$ cat src/rtl/quad_corner_tracker.sv
// Tracks the four extreme corners of a colour-keyed quadrilateral marker and
// publishes them once per frame. Optional feature macro: CORNER_SMOOTH_EN.
module quad_corner_tracker #(
    parameter logic [5:0]  CR_MIN   = 6'd40,
    parameter logic [5:0]  CR_MAX   = 6'd63,
    parameter logic [5:0]  CB_MIN   = 6'd0,
    parameter logic [5:0]  CB_MAX   = 6'd24,
    parameter logic [15:0] MIN_HITS = 16'd64
) (
    input  logic        clock,
    input  logic        reset,
    input  logic        frame_flag,
    input  logic        pix_valid,
    input  logic [9:0]  pix_x,
    input  logic [8:0]  pix_y,
    input  logic [17:0] pix_ycrcb,
    output logic [9:0]  a_x,
    output logic [9:0]  b_x,
    output logic [9:0]  c_x,
    output logic [9:0]  d_x,
    output logic [8:0]  a_y,
    output logic [8:0]  b_y,
    output logic [8:0]  c_y,
    output logic [8:0]  d_y,
    output logic        corners_valid,
    output logic        corners_found
);

    localparam logic [5:0] CR_SPAN = CR_MAX - CR_MIN;
    localparam logic [5:0] CB_SPAN = CB_MAX - CB_MIN;

`ifdef CORNER_SMOOTH_EN
    function automatic logic [9:0] blend_x(input logic [9:0] old_v, input logic [9:0] new_v);
        logic [10:0] t;
        t = {1'b0, old_v} + {1'b0, new_v} + 11'd1;
        return t[10:1];
    endfunction

    function automatic logic [8:0] blend_y(input logic [8:0] old_v, input logic [8:0] new_v);
        logic [10:0] t;
        t = {2'b00, old_v} + {2'b00, new_v} + 11'd1;
        return t[9:1];
    endfunction
`endif

    // Offset-compare keeps the range test free of always-true halves when a bound is 0 or 63.
    logic [5:0] cr_off_s;
    logic [5:0] cb_off_s;
    logic       hit_s;
    assign cr_off_s = pix_ycrcb[11:6] - CR_MIN;
    assign cb_off_s = pix_ycrcb[5:0] - CB_MIN;
    assign hit_s    = pix_valid & (cr_off_s <= CR_SPAN) & (cb_off_s <= CB_SPAN);

    logic [9:0]  s1_x_q;
    logic [8:0]  s1_y_q;
    logic        s1_hit_q;
    logic        s1_flag_q;

    logic [9:0]  acc_ax_q, acc_bx_q, acc_cx_q, acc_dx_q;
    logic [8:0]  acc_ay_q, acc_by_q, acc_cy_q, acc_dy_q;
    logic [9:0]  acc_ax_d, acc_bx_d, acc_cx_d, acc_dx_d;
    logic [8:0]  acc_ay_d, acc_by_d, acc_cy_d, acc_dy_d;
    logic [15:0] hits_q, hits_d;

    logic [9:0]  ax_q, bx_q, cx_q, dx_q;
    logic [8:0]  ay_q, by_q, cy_q, dy_q;
    logic [9:0]  ax_d, bx_d, cx_d, dx_d;
    logic [8:0]  ay_d, by_d, cy_d, dy_d;
    logic        valid_q, valid_d;
    logic        found_q, found_d;

    logic [10:0] sum_s, diff_s;
    logic [10:0] a_sum_s, b_diff_s, c_sum_s, d_diff_s;
    logic        found_s;

    assign sum_s    = {1'b0, s1_x_q} + {2'b00, s1_y_q};
    assign diff_s   = {1'b0, s1_x_q} + (11'd511 - {2'b00, s1_y_q});
    assign a_sum_s  = {1'b0, acc_ax_q} + {2'b00, acc_ay_q};
    assign b_diff_s = {1'b0, acc_bx_q} + (11'd511 - {2'b00, acc_by_q});
    assign c_sum_s  = {1'b0, acc_cx_q} + {2'b00, acc_cy_q};
    assign d_diff_s = {1'b0, acc_dx_q} + (11'd511 - {2'b00, acc_dy_q});
    assign found_s  = (hits_q >= MIN_HITS);

    // Accumulate / publish next-state logic for the S2 stage.
    always_comb begin
        acc_ax_d = acc_ax_q; acc_ay_d = acc_ay_q;
        acc_bx_d = acc_bx_q; acc_by_d = acc_by_q;
        acc_cx_d = acc_cx_q; acc_cy_d = acc_cy_q;
        acc_dx_d = acc_dx_q; acc_dy_d = acc_dy_q;
        hits_d   = hits_q;
        ax_d = ax_q; ay_d = ay_q; bx_d = bx_q; by_d = by_q;
        cx_d = cx_q; cy_d = cy_q; dx_d = dx_q; dy_d = dy_q;
        valid_d  = 1'b0;
        found_d  = found_q;

        if (s1_flag_q) begin
            valid_d = 1'b1;
            found_d = found_s;
            if (found_s) begin
`ifdef CORNER_SMOOTH_EN
                ax_d = blend_x(ax_q, acc_ax_q); ay_d = blend_y(ay_q, acc_ay_q);
                bx_d = blend_x(bx_q, acc_bx_q); by_d = blend_y(by_q, acc_by_q);
                cx_d = blend_x(cx_q, acc_cx_q); cy_d = blend_y(cy_q, acc_cy_q);
                dx_d = blend_x(dx_q, acc_dx_q); dy_d = blend_y(dy_q, acc_dy_q);
`else
                ax_d = acc_ax_q; ay_d = acc_ay_q;
                bx_d = acc_bx_q; by_d = acc_by_q;
                cx_d = acc_cx_q; cy_d = acc_cy_q;
                dx_d = acc_dx_q; dy_d = acc_dy_q;
`endif
            end else begin
                ax_d = ax_q;
            end
            // A hit arriving with the flag seeds the next frame.
            if (s1_hit_q) begin
                acc_ax_d = s1_x_q; acc_ay_d = s1_y_q;
                acc_bx_d = s1_x_q; acc_by_d = s1_y_q;
                acc_cx_d = s1_x_q; acc_cy_d = s1_y_q;
                acc_dx_d = s1_x_q; acc_dy_d = s1_y_q;
                hits_d   = 16'd1;
            end else begin
                hits_d   = 16'd0;
            end
        end else if (s1_hit_q) begin
            if (hits_q == 16'd0) begin
                acc_ax_d = s1_x_q; acc_ay_d = s1_y_q;
                acc_bx_d = s1_x_q; acc_by_d = s1_y_q;
                acc_cx_d = s1_x_q; acc_cy_d = s1_y_q;
                acc_dx_d = s1_x_q; acc_dy_d = s1_y_q;
            end else begin
                if (sum_s < a_sum_s) begin
                    acc_ax_d = s1_x_q; acc_ay_d = s1_y_q;
                end else begin
                    acc_ax_d = acc_ax_q;
                end
                if (diff_s > b_diff_s) begin
                    acc_bx_d = s1_x_q; acc_by_d = s1_y_q;
                end else begin
                    acc_bx_d = acc_bx_q;
                end
                if (sum_s > c_sum_s) begin
                    acc_cx_d = s1_x_q; acc_cy_d = s1_y_q;
                end else begin
                    acc_cx_d = acc_cx_q;
                end
                if (diff_s < d_diff_s) begin
                    acc_dx_d = s1_x_q; acc_dy_d = s1_y_q;
                end else begin
                    acc_dx_d = acc_dx_q;
                end
            end
            if (hits_q != 16'hFFFF) begin
                hits_d = hits_q + 16'd1;
            end else begin
                hits_d = hits_q;
            end
        end else begin
            hits_d = hits_q;
        end
    end

    // Pipeline, accumulator and output registers.
    always_ff @(posedge clock) begin
        if (reset) begin
            s1_x_q    <= 10'd0;
            s1_y_q    <= 9'd0;
            s1_hit_q  <= 1'b0;
            s1_flag_q <= 1'b0;
            acc_ax_q  <= 10'd0; acc_ay_q <= 9'd0;
            acc_bx_q  <= 10'd0; acc_by_q <= 9'd0;
            acc_cx_q  <= 10'd0; acc_cy_q <= 9'd0;
            acc_dx_q  <= 10'd0; acc_dy_q <= 9'd0;
            hits_q    <= 16'd0;
            ax_q      <= 10'd160; ay_q <= 9'd120;
            bx_q      <= 10'd480; by_q <= 9'd120;
            cx_q      <= 10'd480; cy_q <= 9'd360;
            dx_q      <= 10'd160; dy_q <= 9'd360;
            valid_q   <= 1'b0;
            found_q   <= 1'b0;
        end else begin
            s1_x_q    <= pix_x;
            s1_y_q    <= pix_y;
            s1_hit_q  <= hit_s;
            s1_flag_q <= frame_flag;
            acc_ax_q  <= acc_ax_d; acc_ay_q <= acc_ay_d;
            acc_bx_q  <= acc_bx_d; acc_by_q <= acc_by_d;
            acc_cx_q  <= acc_cx_d; acc_cy_q <= acc_cy_d;
            acc_dx_q  <= acc_dx_d; acc_dy_q <= acc_dy_d;
            hits_q    <= hits_d;
            ax_q      <= ax_d; ay_q <= ay_d;
            bx_q      <= bx_d; by_q <= by_d;
            cx_q      <= cx_d; cy_q <= cy_d;
            dx_q      <= dx_d; dy_q <= dy_d;
            valid_q   <= valid_d;
            found_q   <= found_d;
        end
    end

    assign a_x = ax_q; assign a_y = ay_q;
    assign b_x = bx_q; assign b_y = by_q;
    assign c_x = cx_q; assign c_y = cy_q;
    assign d_x = dx_q; assign d_y = dy_q;
    assign corners_valid = valid_q;
    assign corners_found = found_q;

endmodule

$ cat config.mk
export PLATFORM = sky130hd
export DESIGN_NAME = quad_corner_tracker
export DESIGN_NICKNAME = d
export VERILOG_FILES = /design/src/rtl/quad_corner_tracker.sv
export SDC_FILE = /design/constraint.sdc
export NUM_CORES = 1
export LEC_CHECK = 0
export ABC_AREA = 0
export BUFFER_PORTS_ARGS = -buffer_cell sky130_fd_sc_hd__buf_4
export CAP_MARGIN = 20
export CELL_PAD_IN_SITES_DETAIL_PLACEMENT = 0
export CELL_PAD_IN_SITES_GLOBAL_PLACEMENT = 1
export CORE_MARGIN = 5
export CORE_UTILIZATION = 48
export DETAILED_ROUTE_END_ITERATION = 6
export PLACE_DENSITY_LB_ADDON = 0.1
export SLEW_MARGIN = 10
export SYNTH_ARGS = -nofsm -noshare
export SYNTH_HDL_FRONTEND = slang
export SYNTH_SLANG_ARGS = --single-unit
$ cat constraint.sdc
create_clock -name clock -period 11.35 [get_ports clock]
set_input_delay 1.135 -clock clock [delete_from_list [all_inputs] [get_ports clock]]
set_output_delay 1.135 -clock clock [all_outputs]
set_load 0.05 [all_outputs]
Word level (Yosys, flattened, before mapping)
Cells that the tools add are included.

storage, ports and cells
  register bits after elaboration = 191
  bits of input ports = 41
  output and inout bits = 78
  word-level logic and storage cells = 96

operators by class
  add/subtract/negate cells = 11
  magnitude comparators = 7
  equality and inequality tests = 1
  multiplexer cells = 39
  bitwise logic cells = 2
  reduce and logical (&&, ||, !) cells = 13

operators by type and width
  cell                                                                                  count
  10-bit 2-to-1 mux                                                                     17
  9-bit 2-to-1 mux                                                                      17
  16-bit 2-to-1 mux                                                                     3
  10-bit by 11-bit adder with 11-bit output                                             3
  10-bit by 9-bit adder with 11-bit output                                              3
  9-bit by 9-bit subtractor with 10-bit output, first input constant                    3
  11-bit > comparator                                                                   2
  11-bit less-than comparator                                                           2
  16-bit by 1-bit adder with 16-bit output, second input constant                       1
  16-bit by 7-bit greater-or-equal comparator with 1-bit output, second input constant  1
  16-bit zero test                                                                      1
  16-bit inequality test, second input constant                                         1
  6-bit by 5-bit <= comparator with 1-bit output, second input constant                 2
  2-bit AND reduction                                                                   6
  3-bit nonzero test                                                                    4
  6-bit subtractor, second input constant                                               1
  2-bit nonzero test                                                                    2
  1-bit bitwise AND                                                                     2
  1-bit 2-to-1 mux                                                                      2

Longest topological paths before layout
  depth after elaboration = 7
  mapped depth = 20
  mapped depth without buffers = 18

Worst setup path after synthesis
No wires, ideal clock.

  path type = reg-to-reg
  from = register s1_y_q[1]
  to = register acc_ay_q[1]
  library setup time = 0.128 ns
  data arrival time = 3.475 ns
  required time = 11.222 ns
  path slack = 7.748 ns
  stages on the path, launching flop included = 21
  buffers on the path = 2
  clock period less this slack = 3.602 ns
  cell sequence = dfxtp_1 -> inv_1 -> ha_1 -> nand2b_1 -> a21oi_1 -> o21ai_0 -> a21oi_1 -> o21ai_0 -> a21oi_1 -> o21ai_0 -> or4b_2 -> o311ai_0 -> ha_1 -> nand2_1 -> a21oi_1 -> a221oi_1 -> o21ai_1 -> buf_2 -> buf_2 -> nand3b_1 -> o21ai_1

on the way
  longest elaborated chain between the ends = 4
  elaborated cells between the ends (all ways) = 9
  classes of those cells = add/sub: 1; order compare: 1; mux: 5; reduce/logical: 2

ends and longest elaborated chain
  element                                                                              line      text
  start: declaration                                                                   55        logic [8:0] s1_y_q;
  start signal: assignment                                                             182       s1_y_q <= pix_y;
  10-bit by 9-bit adder with 11-bit output / 9-bit 2-to-1 mux (equally long branches)  76, 131
  11-bit less-than comparator / 9-bit 2-to-1 mux (equally long branches)               131, 125
  3-bit nonzero test (no line) / 9-bit 2-to-1 mux (equally long branches)              -
  2-bit AND reduction (no line) / 9-bit 2-to-1 mux (equally long branches)             -
  end signal: assignment                                                               169       acc_ax_q <= 10'd0; acc_ay_q <= 9'd0;
  end signal: assignment                                                               185       acc_ax_q <= acc_ax_d; acc_ay_q <= acc_ay_d;
  end: declaration                                                                     60        logic [8:0] acc_ay_q, acc_by_q, acc_cy_q, acc_dy_q;

Parallel ways exist; a longest one is shown, timed or not. The select of a mux whose other input is x is not followed.
A chain may end at the register's enable or synchronous reset.

Final worst setup path
  from = register s1_y_q[1]
  to = register acc_cy_q[7]

on the way
  longest elaborated chain between the ends = 4

ends and longest elaborated chain
  element                                   line  text
  10-bit by 9-bit adder with 11-bit output  76    assign sum_s = {1'b0, s1_x_q} + {2'b00, s1_y_q};
  11-bit > comparator                       141   if (sum_s > c_sum_s) begin
  3-bit nonzero test (no line)              -
  2-bit AND reduction (no line)             -
  end signal: assignment                    171   acc_cx_q <= 10'd0; acc_cy_q <= 9'd0;
  end signal: assignment                    187   acc_cx_q <= acc_cx_d; acc_cy_q <= acc_cy_d;
  end: declaration                          60

No other way between the ends.

==> run metrics <==
CTS hold repair buffers=0; Detailed Route WL=26000 microns; Yosys cell types=54; crit start category=register; hpwl dp=19400 microns; internal reg-to-reg setup slack=6760 ps; largest net degree at the start of global routing=100; Top-Level Pins=119; FF-to-FF path depth=18; Critical Path AT=4970 ps; Post-DRT Antenna Nets=0; maximum vdd drop=111 uV; Initial Util=49.2%; DIE WIDTH=154 microns; Final Critical Period=4590 ps; cell count after synthesis=1163; sw frac=28.3%; max-cap violation count=0; Gate power share=11.4%; WL/cell=17.0 microns; area grow syn2layout=15.9%; CTS H-tree depth=4; FP Rows=52; Post-Syn Area=0.0100 sq mm; DR vias=8000; FMAX=0.218 GHz; capture point of the worst path=acc_cy_q[7]; headroom to the max-slew limit=40.6%; Clock power frac=41.5%; top_reg_cell synth=dfxtp_1; number of antenna violations at the first check in global routing=0; Synthesized Nets=1305; final cell count without fillers=1527; n_diodes=0; Post-CTS Setup Repair Bufs=0; die area=0.0239 sq mm; yosys synthesis warning count=0; share of the synthesized area in the top cell type=38.2%; Crit. End Element=register; Synth area leader=dfxtp_1; GRT Total Usage=22.1%; vias in the first global route=7871; worst flop-to-flop path startpoint=s1_y_q[1]; Critical Path RT=11730 ps; Clk pin slew, worst setup/hold paths=80 ps; met1 wire length=13200 microns; PD cells=126 mW/mm^2; RePlAce Congestion=0.823; core box area=0.0204 sq mm; Final setup viols=0; DR DRC count=0; share of layout cells above drive strength 1=13.0%; Slew Limit Fails=0; internal power=1.05 mW; CTS Buffer Depth=2; P_sw=415 uW; RSZ-0062 raised after global routing=false; sequential fraction of the synthesis area=38.2%; Post-synth EDFFs=0; highest routed layer=met4; ranking of synthesized cells by area=dfxtp_1 (38%), ha_1 (12%), nand2_1 (6.3%); nets=1386; async set-reset flop share out of synthesis=0%; GRT overflow=0; Leak=4.86 nW; met3 WL=1180 microns; Sink Count=191; skew final=18.6 ps; Inst Count DP=1495; FF+latch count, synth=191; fin crit share=40.4%; first drt pass iteration count=4; Tightest Hold Check Type=register to register; met2 WL=11200 microns; status=finished clean; TNS Setup=0 ps; CP startpoint=s1_y_q[1]; Critical R2R Capture=acc_cy_q[7]; critical path fanouts, max=22; drt via density=5.24; slew of the pin with the lowest slew margin=892 ps; CTS buffer count=17; chip height=154 microns; CTS tree=done; kind of critical path=register to register; Fin. Hold Viols=0; Pwr Total=1.46 mW; worst-skew pair later-pin latency=460 ps; first-pass GRT wire length=42100 microns; Gates resized, CTS repair=0; sequential share of power=47.1%; DRT iter0 DRCs=367; syn_area_per_cell=8.62 sq um; I/O Buffers=109; Clock Tree Root=clkbuf_16
placed cells by master (no fill, tap or decap), types with 2 or more instances in the layout:
master       n
a211o_1      4
a211oi_1     2
a21o_1      10
a21oi_1     95
a221oi_1     2
a31oi_1      2
and3_1       3
buf_4      116
clkbuf_16   17
clkinv_4     2
clkinv_8     4
dfxtp_1    191
fa_1         6
ha_1        95
inv_1       71
inv_6        5
inv_8        3
mux2i_1     39
nand2_1    167
nand2b_1    48
nand3_1     11
nand3b_1    66
nand4_1      7
nor2_1      56
nor2b_1     28
nor3_1       8
nor4_1       5
o2111ai_1    2
o21a_1       4
o21ai_0     29
o21ai_1     43
o21ai_2      2
o21bai_1    17
o22ai_1      5
o311ai_0     2
or3_1       11
xnor2_1     40
xor2_1      18
cell families (layout without fill, tap and decap cells):
| group | after synthesis | count (layout) | synth area share, % |
|---|---|---|---|
| AO/OA/AOI/OAI | 230 | 230 | 13.5 |
| XOR/XNOR | 58 | 58 | 5.07 |
| adder cells (fa/ha/maj) | 103 | 103 | 13.3 |
| buffers and inverters | 125 | 219 | 4.96 |
| flip-flops | 191 | 191 | 38.2 |
| multiplexers | 39 | 39 | 3.90 |
| AND/OR/NAND/NOR | 417 | 417 | 21.2 |
routing by layer:
layer	track usage, %	vias to the layer above
li1	-	4105
met1	32.0	3741
met2	33.9	134
met3	3.91	20
met4	6.14	0
met5	0	-
registers in the layout (all words and copies together), names as in the netlist, 10 cells and up:
register / flops
hits_q: 16
a_x: 10
acc_ax_q: 10
acc_bx_q: 10
acc_cx_q: 10
acc_dx_q: 10
b_x: 10
c_x: 10
d_x: 10
s1_x_q: 10
power by group through the flow:
stage / Combinational [mW] / Clock [mW] / Sequential [mW]
6_report: 0.167 / 0.607 / 0.690
5_1_grt: 0.188 / 0.646 / 0.691
4_1_cts: 0.167 / 0.615 / 0.690
3_5_place_dp: 0.166 / 0 / 0.706
3_3_place_gp: 0.164 / 0 / 0.706
2_1_floorplan: 0.127 / 0 / 0.699
cell usage after synthesis (all sizes together), types with 7 or more instances:
| master | number |
|---|---|
| dfxtp | 191 |
| nand2 | 168 |
| a21oi | 96 |
| ha | 95 |
| o21ai | 74 |
| inv | 71 |
| nand3b | 66 |
| nor2 | 56 |
| nand2b | 48 |
| xnor2 | 40 |
| clkbuf | 39 |
| mux2i | 39 |
| nor2b | 29 |
| xor2 | 18 |
| o21bai | 17 |
| buf | 15 |
| nand3 | 11 |
| or3 | 11 |
| a21o | 10 |
| nor3 | 8 |
| nand4 | 7 |
layout make-up:
cell class | instances | area, sq um
tap | 270 | 338
inverter | 71 | 267
multi-input combinational | 847 | 5730
clock buffer | 17 | 425
clock inverter | 15 | 165
timing repair buffer | 116 | 871
sequential | 191 | 3820
fill | 1915 | 8750
metrics by stage:
stage | hold WS (ps) | setup WS, ps | cell area (sq um) | util (%)
4_1_cts | 459 | 6790 | 11600 | 57.0
5_1_grt | 474 | 6310 | 11600 | 57.0
3_3_place_gp | 444 | 6920 | 11000 | 54.1
2_1_floorplan | 444 | 7750 | 10000 | -
3_5_place_dp | 449 | 6840 | 11000 | 54.1
6_report | 457 | 6760 | 11600 | 57.0
worst min-delay path by stage:
stage / to / slack, ps / cells after the start / from
floorplan: d_y[0] / 440 / 2 / acc_dy_q[0]
global placement: b_x[2] / 440 / 2 / b_x[2]
detailed placement: b_x[4] / 450 / 2 / b_x[4]
CTS: b_x[4] / 460 / 2 / b_x[4]
global route: b_x[1] / 470 / 2 / b_x[1]
finish: a_x[3] / 460 / 2 / a_x[3]
critical path: stages, from the launching register on:
cell and delay (ps):
dfxtp_1 550, inv_1 80, ha_1 290, nand2b_1 100, a21oi_1 90, o21ai_0 180, a21oi_1 110, o21ai_0 170
a21oi_1 110, o21ai_0 220, or4b_2 600, o311ai_0 240, ha_1 380, o2111ai_1 100, o22ai_1 100, o21ai_2 570
buf_4 400, nand3b_1 110, o21ai_1 80
No activity file was read; power rests on OpenSTA's default activity.
